$ cat src/rtl/muldiv_pkg.sv
// muldiv_pkg: shared types for the iterative multiply/divide sequencer.
// Opcodes, FSM states and the divide-by-zero result.
package muldiv_pkg;

  typedef enum logic [1:0] {
    OP_MUL   = 2'b00,
    OP_UMULH = 2'b01,
    OP_UDIV  = 2'b10,
    OP_RSVD  = 2'b11
  } op_t;

  typedef enum logic [1:0] {
    S_IDLE = 2'b00,
    S_RUN  = 2'b01,
    S_DONE = 2'b10
  } state_t;

  // Replicated across the result width; ARMv8 defines x/0 as zero.
  localparam bit DIV0_RESULT = 1'b0;

endpackage

$ cat src/rtl/muldiv_if.sv
// muldiv_if: request/response bundle between decode/EX and the
// multiply/divide sequencer.
interface muldiv_if
  import muldiv_pkg::*;
#(
  parameter int WIDTH = 64
) ();

  logic             start;
  op_t              op;
  logic [WIDTH-1:0] a;
  logic [WIDTH-1:0] b;
  logic             flush;
  logic             busy;
  logic             done;
  logic [WIDTH-1:0] result;
  logic             stall;

  modport master (
    output start, op, a, b, flush,
    input  busy, done, result, stall
  );

  modport slave (
    input  start, op, a, b, flush,
    output busy, done, result, stall
  );

endinterface

$ cat src/rtl/muldiv_step.sv
// muldiv_step: one shift-add multiply or restoring divide iteration
// over the {hi,lo} working pair, sharing a single adder width.
module muldiv_step #(
  parameter int WIDTH = 64
) (
  input  logic [WIDTH-1:0] hi,
  input  logic [WIDTH-1:0] lo,
  input  logic [WIDTH-1:0] b,
  input  logic             is_div,
  output logic [WIDTH-1:0] hi_nxt,
  output logic [WIDTH-1:0] lo_nxt
);

  logic [WIDTH:0]   sum;
  logic [WIDTH:0]   shl;
  logic [WIDTH-1:0] diff;

  always_comb begin
    sum  = {1'b0, hi} + (lo[0] ? {1'b0, b} : '0);
    shl  = {hi, lo[WIDTH-1]};
    // remainder stays below b, so the low bits of the difference suffice
    diff = shl[WIDTH-1:0] - b;
    hi_nxt = sum[WIDTH:1];
    lo_nxt = {sum[0], lo[WIDTH-1:1]};
    if (is_div) begin
      if (shl >= {1'b0, b}) begin
        hi_nxt = diff;
        lo_nxt = {lo[WIDTH-2:0], 1'b1};
      end else begin
        hi_nxt = shl[WIDTH-1:0];
        lo_nxt = {lo[WIDTH-2:0], 1'b0};
      end
    end
  end

endmodule

$ cat src/rtl/muldiv_seq.sv
// muldiv_seq: WIDTH-cycle MUL/UMULH/UDIV sequencer for the EX stage;
// stalls the front of the pipe until the result is ready.
module muldiv_seq
  import muldiv_pkg::*;
#(
  parameter int WIDTH = 64,
  parameter int CNT_W = $clog2(WIDTH)
) (
  input  logic     clk,
  input  logic     reset,
  muldiv_if.slave  bus
);

  localparam logic [CNT_W-1:0] LAST = CNT_W'(WIDTH - 1);

  state_t           state, state_n;
  logic [CNT_W-1:0] cnt;
  logic [WIDTH-1:0] hi, lo, bq, res;
  logic [WIDTH-1:0] hi_n, lo_n;
  op_t              opq;
  logic             accept, div0, last;

  muldiv_step #(.WIDTH(WIDTH)) u_step (
    .hi     (hi),
    .lo     (lo),
    .b      (bq),
    .is_div (opq == OP_UDIV),
    .hi_nxt (hi_n),
    .lo_nxt (lo_n)
  );

  always_comb begin
    state_n = state;
    accept  = 1'b0;
    div0    = 1'b0;
    last    = 1'b0;
    unique case (state)
      S_IDLE: begin
        if (bus.start && !bus.flush && bus.op != OP_RSVD) begin
          accept  = 1'b1;
          div0    = (bus.op == OP_UDIV) && (bus.b == '0);
          state_n = div0 ? S_DONE : S_RUN;
        end
      end
      S_RUN: begin
        if (bus.flush) begin
          state_n = S_IDLE;
        end else if (cnt == LAST) begin
          last    = 1'b1;
          state_n = S_DONE;
        end
      end
      S_DONE:  state_n = S_IDLE;
      default: state_n = S_IDLE;
    endcase
  end

  always_ff @(posedge clk) begin
    if (reset) begin
      state <= S_IDLE;
      cnt   <= '0;
      hi    <= '0;
      lo    <= '0;
      bq    <= '0;
      opq   <= OP_MUL;
      res   <= '0;
    end else begin
      state <= state_n;
      if (accept) begin
        hi  <= '0;
        lo  <= bus.a;
        bq  <= bus.b;
        opq <= bus.op;
        cnt <= '0;
        if (div0) res <= {WIDTH{DIV0_RESULT}};
      end else if (state == S_RUN && !bus.flush) begin
        hi  <= hi_n;
        lo  <= lo_n;
        cnt <= cnt + 1'b1;
        if (last) res <= (opq == OP_UMULH) ? hi_n : lo_n;
      end
    end
  end

  assign bus.busy   = (state != S_IDLE);
  assign bus.done   = (state == S_DONE) && !bus.flush;
  assign bus.result = res;
  assign bus.stall  = bus.busy |
                      (bus.start && state == S_IDLE &&
                       bus.op != OP_RSVD);

endmodule

$ cat src/flat_wrapper.sv
// flat-port wrapper written by rule: the top's interface ports become plain ports
module muldiv_seq_flat import muldiv_pkg::*;
#(
  parameter int WIDTH = 64,
  parameter int CNT_W = $clog2(WIDTH)
)
  (clk, reset, bus_start, bus_op, bus_a, bus_b, bus_flush, bus_busy, bus_done, bus_result, bus_stall);
  muldiv_if #(.WIDTH(WIDTH)) bus_i ();
  input  logic clk;
  input  logic reset;
  input wire logic [$bits(bus_i.start)-1:0] bus_start;
  input wire logic [$bits(bus_i.op)-1:0] bus_op;
  input wire logic [$bits(bus_i.a)-1:0] bus_a;
  input wire logic [$bits(bus_i.b)-1:0] bus_b;
  input wire logic [$bits(bus_i.flush)-1:0] bus_flush;
  output wire logic [$bits(bus_i.busy)-1:0] bus_busy;
  output wire logic [$bits(bus_i.done)-1:0] bus_done;
  output wire logic [$bits(bus_i.result)-1:0] bus_result;
  output wire logic [$bits(bus_i.stall)-1:0] bus_stall;
  assign bus_i.start = bus_start;
  assign bus_i.op = bus_op;
  assign bus_i.a = bus_a;
  assign bus_i.b = bus_b;
  assign bus_i.flush = bus_flush;
  assign bus_busy = bus_i.busy;
  assign bus_done = bus_i.done;
  assign bus_result = bus_i.result;
  assign bus_stall = bus_i.stall;
  muldiv_seq #(.WIDTH(WIDTH), .CNT_W(CNT_W)) u_core (.clk(clk), .reset(reset), .bus(bus_i));
endmodule
$ cat config.mk
export PLATFORM = sky130hd
export DESIGN_NAME = muldiv_seq_flat
export DESIGN_NICKNAME = d
export VERILOG_FILES = /design/src/rtl/muldiv_pkg.sv /design/src/rtl/muldiv_if.sv /design/src/rtl/muldiv_step.sv /design/src/rtl/muldiv_seq.sv /design/src/flat_wrapper.sv
export SDC_FILE = /design/constraint.sdc
export NUM_CORES = 1
export LEC_CHECK = 0
export ABC_CLOCK_PERIOD_IN_PS = 10000
export CORE_UTILIZATION = 45
export CTS_CLUSTER_DIAMETER = 80
export DETAILED_ROUTE_END_ITERATION = 10
export DONT_BUFFER_PORTS = 1
export SYNTH_ARGS = -nofsm -noshare
export SYNTH_HDL_FRONTEND = slang
export SYNTH_SLANG_ARGS = --single-unit
$ cat constraint.sdc
create_clock -name clk -period 10 [get_ports clk]
set_input_delay 3 -clock clk [delete_from_list [all_inputs] [get_ports clk]]
set_output_delay 3 -clock clk [all_outputs]
set_load 0.01 [all_outputs]
## Word level (Yosys, flattened, before mapping)

Cells that the tools add are included.

- Reductions and logical operators: 16
- Add/subtract/negate cells: 3
- Mux-type cells: 24
- Eq/ne operators: 10
- Bitwise operators: 1
- Order comparisons: 1

Operators by type and width:

| kind | number |
|---|---|
| $mux W64 | 11 |
| $add A64 B65 Y65 | 1 |
| $ge A65 B64 Y1 | 1 |
| $logic_not A64 Y1 | 1 |
| $sub A64 B64 Y64 | 1 |
| $mux W1 | 8 |
| $mux W2 | 4 |
| $logic_and A1 B1 Y1 | 7 |
| $add A6 B1 Y6 const B | 1 |
| $eq A2 B2 Y1 const B | 3 |
| $eq A6 B6 Y1 const B | 1 |
| $reduce_bool A2 Y1 | 3 |
| $eq A2 B1 Y1 const B | 2 |
| $ne A2 B2 Y1 const B | 2 |
| $pmux W2 S2 | 1 |
| $ne A3 B2 Y1 const B | 1 |
| $reduce_and A3 Y1 | 1 |
| $logic_not A2 Y1 | 1 |
| $ne A2 B1 Y1 const B | 1 |
| $reduce_and A2 Y1 | 1 |
| $reduce_or A2 Y1 | 1 |
| $logic_not A1 Y1 | 1 |
| $or A1 B1 Y1 | 1 |

- Output and inout port bits: 67
- Word-level logic and storage cells: 62
- Register bits: 266
- Bits of input ports: 134

## Logic depth before layout (Yosys ltp)

Gate-level depths: netlist (run 1).

- Depth in word-level cells: 7
- Gate-level depth with buffers: 16
- Depth with buffers taken out: 15

## By module

A second synthesis (run 1) with hierarchy kept.

- Cells, all modules: 2,841
- Area, all modules: 21,202.8 um^2

Modules (own cells, without submodules):

| module | times used | sequential area each (um^2) | area an instance (um^2) | cells an instance |
|---|---|---|---|---|
| muldiv_seq | 1 | 5,325.1 | 10,706.5 | 1,209 |
| muldiv_step | 1 | 0.0 | 10,496.3 | 1,632 |

## Worst setup path before layout (run 1)

Ideal clock, no wire load.

- Kind: input -> output
- Start: input bus_flush
- End: output bus_done
- Arrival time: 3.309 ns
- Setup slack: 3.691 ns
- Stages: 1
- Data required time: 7.000 ns
- Path buffers: 0
- Cell sequence: nor3b_1

- Word-level cells in the longest chain between the ends: 2

Ends and longest elaborated chain:

| what | RTL line | source |
|---|---|---|
| from (decl) | flat_wrapper.sv:15 | `input wire logic [$bits(bus_i.flush)-1:0] bus_flush;` |
| $logic_not A1 Y1 | muldiv_seq.sv:86 | `assign bus.done = (state == S_DONE) && !bus.flush;` |
| $logic_and A1 B1 Y1 | muldiv_seq.sv:86 |  |
| to (decl) | flat_wrapper.sv:17 | `output wire logic [$bits(bus_i.done)-1:0] bus_done;` |

Every way passes these cells.

## Final worst setup path (run 1)

- Start: input bus_op[0]
- End: output bus_stall

- Word-level cells in the longest chain between the ends: 3

Ends and longest elaborated chain:

| what | RTL line | source |
|---|---|---|
| from (decl) | flat_wrapper.sv:12 | `input wire logic [$bits(bus_i.op)-1:0] bus_op;` |
| $ne A2 B2 Y1 | muldiv_seq.sv:90 | `bus.op != OP_RSVD);` |
| $logic_and A1 B1 Y1 | muldiv_seq.sv:89 | `(bus.start && state == S_IDLE &&` |
| $or A1 B1 Y1 | muldiv_seq.sv:88 | `assign bus.stall = bus.busy \|` |
| to (decl) | flat_wrapper.sv:19 | `output wire logic [$bits(bus_i.stall)-1:0] bus_stall;` |

Every way passes these cells.

==> results of run 1 <==
-- metrics by stage --
step	cells	util [%]	worst slack, ps
after floorplan	2769	-	3690
after global placement	3182	46.5	3620
after detailed placement	3182	46.5	3620
after CTS	3243	49.2	3620
after global routing	3243	49.2	3580
final	3243	49.2	3640
-- final timing paths --
path                  from            end  slack (ps)  cells after the start
max              bus_op[0]      bus_stall        3640                      3
min          u_core.bq[50]  u_core.bq[50]         470                      2
max reg2reg   u_core.lo[0]  u_core.hi[57]        4630                     16
min reg2reg  u_core.bq[50]  u_core.bq[50]         470                      2
-- layout by cell type (no fill, tap or decap), types with 15 or more instances in the layout --
master                      instances
sky130_fd_sc_hd__inv_1             93
sky130_fd_sc_hd__nor2_1           265
sky130_fd_sc_hd__nand3_1           56
sky130_fd_sc_hd__a31oi_1           24
sky130_fd_sc_hd__xnor2_1           77
sky130_fd_sc_hd__buf_4             25
sky130_fd_sc_hd__o21ai_0          173
sky130_fd_sc_hd__xor2_1            41
sky130_fd_sc_hd__o21a_1            15
sky130_fd_sc_hd__nor3_1            34
sky130_fd_sc_hd__o21bai_1          27
sky130_fd_sc_hd__clkbuf_16         36
sky130_fd_sc_hd__o211ai_1          36
sky130_fd_sc_hd__mux2i_1           64
sky130_fd_sc_hd__a221oi_1          64
sky130_fd_sc_hd__nand2_1          407
sky130_fd_sc_hd__a21o_1            88
sky130_fd_sc_hd__a211oi_1          20
sky130_fd_sc_hd__and2_1            71
sky130_fd_sc_hd__ha_1             129
sky130_fd_sc_hd__nor4_1            21
sky130_fd_sc_hd__and3_1            15
sky130_fd_sc_hd__dfxtp_1          265
sky130_fd_sc_hd__nand4_1           44
sky130_fd_sc_hd__a21oi_1          327
-- per-layer routing --
metal | vias to the layer above | track usage [%]
met3 | 107 | 6.85
met5 | - | 0
met1 | 9854 | 47.4
li1 | 9673 | -
met4 | 10 | 7.81
met2 | 932 | 47.6
-- worst min-delay path, stage by stage, from the launching register on --
cell and delay [ps]:
sky130_fd_sc_hd__dfxtp_1 310, sky130_fd_sc_hd__nand2_1 60, sky130_fd_sc_hd__a21oi_1 60
-- logic make-up (layout without fill, tap and decap cells) --
kind of cell,count (synthesis),count (layout)
XOR/XNOR,118,118
multiplexers,64,64
AO/OA/AOI/OAI,910,910
AND/OR/NAND/NOR,990,990
adder cells (fa/ha/maj),131,131
buffers and inverters,290,179
flip-flops,266,266
-- sequential cells by signal, indices dropped and copies added, names as in the netlist --
name	cells
u_core.bq	64
u_core.bus.result	64
u_core.hi	64
u_core.lo	64
u_core.cnt	6
u_core.opq	2
u_core.state	2
-- cell type report --
| cell class | count | share of cell area (%) |
|---|---|---|
| Timing Repair Buffer | 25 | 0.876 |
| Inverter | 93 | 1.63 |
| Sequential cell | 266 | 24.9 |
| Clock inverter | 14 | 0.841 |
| Tap cell | 585 | 3.42 |
| Clock buffer | 47 | 4.63 |
| Multi-Input combinational cell | 2213 | 63.8 |
-- power breakdown --
part           internal (W)  switching [W]  total, W  leakage [nW]
clock network      0.000780       0.000528   0.00131         0.575
registers           0.00109      0.0000340   0.00112          2.16
logic              0.000217       0.000413  0.000630          6.43
==> metrics.txt, run 1 <==
Post-Syn Area 20100 um2; synthesized-area fraction occupied by xor and xnor cells 5.15%; Critical Path Fanout Max 3; post-CTS clock slew at the launch and capture registers of the worst setup and hold paths 60 ps; placeable core area 43600 um2; Critical Path Max Stage Delay 150 ps; Cell Area, Placed 20300 um2; data arrival time of the critical path 3360 ps; instance count of the mapped netlist 2769; outcome finished, final reports clean; sinks on the clock net 266; PortBufs 0; CTS tree done; Yosys warning count 0; GR Util All Layers 32.3%; Top Metal Used met5; share of async-settable or async-resettable flops after synthesis 0%; top cell type's share of synthesized area 26.5%; Mapped Nets 3034; Sequential Area 5330 um2; cell types with the highest counts after synthesis 407 x sky130_fd_sc_hd__nand2_1, 327 x sky130_fd_sc_hd__a21oi_1, 269 x sky130_fd_sc_hd__nor2_1; Hold WC Path Type register to register; Worst-Skew Late Latency 560 ps; hold violation count in the final report 0; CP top delay family simple AND/OR/NAND/NOR gates; minimum clock period after layout 6360 ps; buffers plus inverters on the worst setup path 0; area of the multi-input gates 13700 um2; Seq/Total Area, Yosys 26.5%; average wire length per cell after detail routing 23.2 um; fraction of final layout cells with drive strength greater than 1 4.59%; number of nets at the end of the flow 2900; remaining number of nets flagged by the antenna check after routing 0; clock buffer count from CTS 36; cell area after layout 21400 um2; Peak Freq 0.157 GHz; average footprint of a synthesized cell 7.25 um2; setup repair after global routing missed its margin false; final count of negative-setup-slack endpoints 0; count of instances resized after the clock tree is built 0; Residual DRC 0; cell type with the highest occurrence count on the critical path sky130_fd_sc_hd__nand2_1; main combinational cell family by area after synthesis compound AO/OA/AOI/OAI gates; slew margin rel. 25.3%; most common cell in the netlist sky130_fd_sc_hd__nand2_1; worst ir drop on vdd 0.113 mV; number of enable flip-flop cells after synthesis 0; worst hold margin 474 ps; cell taking the most area after synthesis sky130_fd_sc_hd__dfxtp_1; number of vias in the routed layout 20600; gpl congestion 0.994; Final period util 63.6%; post-synthesis register bit count 266; routed wire length on met3 7720 um; most used flip-flop cell after synthesis sky130_fd_sc_hd__dfxtp_1; skew final 27.1 ps; Setup TNS Final 0 ps; post-synthesis compound-gate area fraction 29.0%; Horiz. Die Dim 213 um; synthesis-to-finish area growth 6.83%; buffer depth of the longest clock path 3; num rows 76; antenna diode instance count 0; arithmetic-cell share of the synthesized area counting full adders, half adders and majority gates 8.24%; CP Class primary input to output port; DP Wirelength 56300 um; # fillers 4427; effective utilization at floorplan 46.1%; worst path cell trace nand2_1 > nand2_1 > nand2b_1; max_cap viols 0; CTS H-tree depth 2; Post-Route WL 75300 um; wire length on met1 35100 um; drt via density 6.34; post-CTS setup buffer count 0; routed length on met2 30900 um; number of top-level pins 201; startpoint class of the critical path primary input; number of antenna violations at the first check in global routing 2; vias in the first global route 18700; residual overflow from global routing 0; proportion of synthesized area in mux cells 3.19%; Pre-antenna DRT Iters 6; Power per Cell Area 143 nW/um2; total power after layout 0.00306 W; worst path required time 7000 ps; wire length of the first global-routing pass 113000 um; number of DRC markers after the initial detailed-route iteration 2223; standby leakage power 9.16 nW; Root Buffer sky130_fd_sc_hd__clkbuf_16; worst slew pin tran 1120 ps; area of the die 45400 um2; capturing element type of the critical path output port; Die Y 213 um; most area-consuming cells after synthesis sky130_fd_sc_hd__dfxtp_1 27%, sky130_fd_sc_hd__a21oi_1 8.2%, sky130_fd_sc_hd__ha_1 8.0%, sky130_fd_sc_hd__nand2_1 7.6%, sky130_fd_sc_hd__nor2_1 5.0%; highest-delay cell along the critical path sky130_fd_sc_hd__nand2b_1; count of final max-slew check failures 0; number of hold buffers added after cts 0; largest net degree at the start of global routing 160; synthesized-area fraction occupied by and/or/nand/nor cells 22.2%; Yosys cell types 81
Note: power is estimated with default switching activity, not from simulation.
==> run 2, diff against run 1 <==
ABC_CLOCK_PERIOD_IN_PS = 6000   (was 10000)
clock period = 6 ns   (was 10 ns; I/O delays follow)
==> metrics.txt, run 2 (synthesis gave the netlist of run 1 again) <==
global-route track usage on met3 7.32%; total power after layout 0.00515 W; number of hold buffers added after cts 0; standby leakage power 9.20 nW; effective utilization at floorplan 46.1%; count of final max-slew check failures 0; number of vias in the routed layout 20600; Worst Setup Slack post-DPL 1180 ps; Horiz. Die Dim 213 um; most common cell after layout, fill and taps aside sky130_fd_sc_hd__nand2_1; count of instances resized after the clock tree is built 0; Power per Cell Area 239 nW/um2; setup repair after global routing missed its margin false; Residual DRC 0; synthesis-to-finish area growth 7.12%; area of the die 45400 um2; average wire length per cell after detail routing 24.3 um; area of the multi-input gates 13700 um2; buffer depth of the longest clock path 3; Final period util 81.0%; skew final 24.5 ps; Critical Path Max Stage Delay 770 ps; minimum clock period after layout 4860 ps; CTS H-tree depth 2; wire length of the first global-routing pass 117000 um; capturing element type of the critical path register; fraction of the core area covered by cells at the end of the flow 49.3%; outcome finished, final reports clean; Pre-antenna DRT Iters 5; highest-delay cell along the critical path sky130_fd_sc_hd__a2111oi_0; data arrival time of the critical path 5320 ps; drt via density 6.35; Global Route met1 Usage 50.8%; CP Class register to register; number of placed instances with taps included 3187; max_cap viols 0; worst slew pin tran 1140 ps; placeable core area 43600 um2; number of nets at the end of the flow 2904; Worst-Skew Late Latency 570 ps; Critical Path Fanout Max 42; Sequential Area 5330 um2; CP top delay family compound AO/OA/AOI/OAI gates; Root Buffer sky130_fd_sc_hd__clkbuf_16; top library cells by usage in the layout, fill and taps aside 407 x sky130_fd_sc_hd__nand2_1, 327 x sky130_fd_sc_hd__a21oi_1, 265 x sky130_fd_sc_hd__nor2_1, 265 x sky130_fd_sc_hd__dfxtp_1, 173 x sky130_fd_sc_hd__o21ai_0; sinks on the clock net 266; final count of negative-setup-slack endpoints 0; Worst Setup Slack, final 1140 ps; clock buffer count from CTS 35; worst path required time 6450 ps; PortBufs 0; buffers plus inverters on the worst setup path 2; gpl congestion 0.953; Die Y 213 um; worst path cell trace buf_4 > and2_1 > ha_1 > inv_1 > fa_1 > nor2b_1 > o31a_1 > o2111a_1 > o21bai_1 > a311o_1 > a2111oi_0 > o21ai_0 > a21oi_1 > a31oi_1 > and4_1 > or3_1; worst ir drop on vdd 0.199 mV; Peak Freq 0.206 GHz; startpoint class of the critical path register; vias in the first global route 18900; number of DRC markers after the initial detailed-route iteration 2287; Post-Route WL 79100 um; Hold WC Path Type register to register; slew margin rel. 24.0%; non-filler instance count after layout 3247; remaining number of nets flagged by the antenna check after routing 0; DP Wirelength 59600 um; post-CTS setup buffer count 0; Setup TNS Final 0 ps; hold violation count in the final report 0; # fillers 4475; number of top-level pins 201; post-CTS clock slew at the launch and capture registers of the worst setup and hold paths 60 ps; setup slack, reg-to-reg 1140 ps; fraction of final layout cells with drive strength greater than 1 4.73%; met2 usage in global routing 49.2%; antenna diode instance count 0; busiest layer in global routing met1; largest net degree at the start of global routing 160; GR Util All Layers 34.0%; residual overflow from global routing 0; num rows 76; number of antenna violations at the first check in global routing 0; CTS tree done
-- run 2: cell types whose count changed in the layout (fill, tap and decap cells not counted), sizes merged --
| cell | change |
|---|---|
| clkbuf | +2 |
| inv | -1 |
| clkinvlp | -1 |
| clkinv | -1 |
| buf | +5 |
-- run 2: layout make-up --
type / instances / share of cell area (%)
repair buffers: 30 / 1.11
flip-flops and latches: 266 / 24.8
inverters: 93 / 1.62
clock inverters: 11 / 0.728
multi-input cells: 2213 / 63.6
clock buffers: 49 / 4.79
well taps: 585 / 3.41
-- run 2: worst register-to-register path: cells and delay by family (launching register included) --
| kind | cells | cell delay (ps) |
|---|---|---|
| DFF | 1 | 320 |
| and+or+nand+nor | 4 | 910 |
| adders and majority gates | 2 | 590 |
| buffers and inverters | 2 | 420 |
| AOI/OAI and AO/OA | 8 | 2500 |
-- run 2: path summary, 6_finish.rpt --
kind	start	to	cells after the start
setup / recovery	u_core.lo[0]	u_core.hi[57]	16
hold / removal	u_core.bq[2]	u_core.bq[2]	2
setup reg to reg	u_core.lo[0]	u_core.hi[57]	16
hold reg to reg	u_core.bq[2]	u_core.bq[2]	2
-- run 2: through the flow --
step           cell area [um2]  hold WS (ps)
6_report                 21500           460
5_1_grt                  21500           479
4_1_cts                  21500           460
3_5_place_dp             20300           452
3_3_place_gp             20300           455
2_1_floorplan            20100           445
-- run 2: layer usage --
layer / up-vias / share of wire, %
met5: - / 0
met4: 0 / 1.6
met3: 87 / 10
met2: 935 / 40
met1: 9917 / 48
li1: 9694 / -
-- run 2: report_power, final --
| group | internal [W] | total, W | switching, W |
|---|---|---|---|
| sequential | 0.00182 | 0.00187 | 0.0000531 |
| combinational | 0.000365 | 0.00108 | 0.000711 |
| clock | 0.00133 | 0.00220 | 0.000872 |
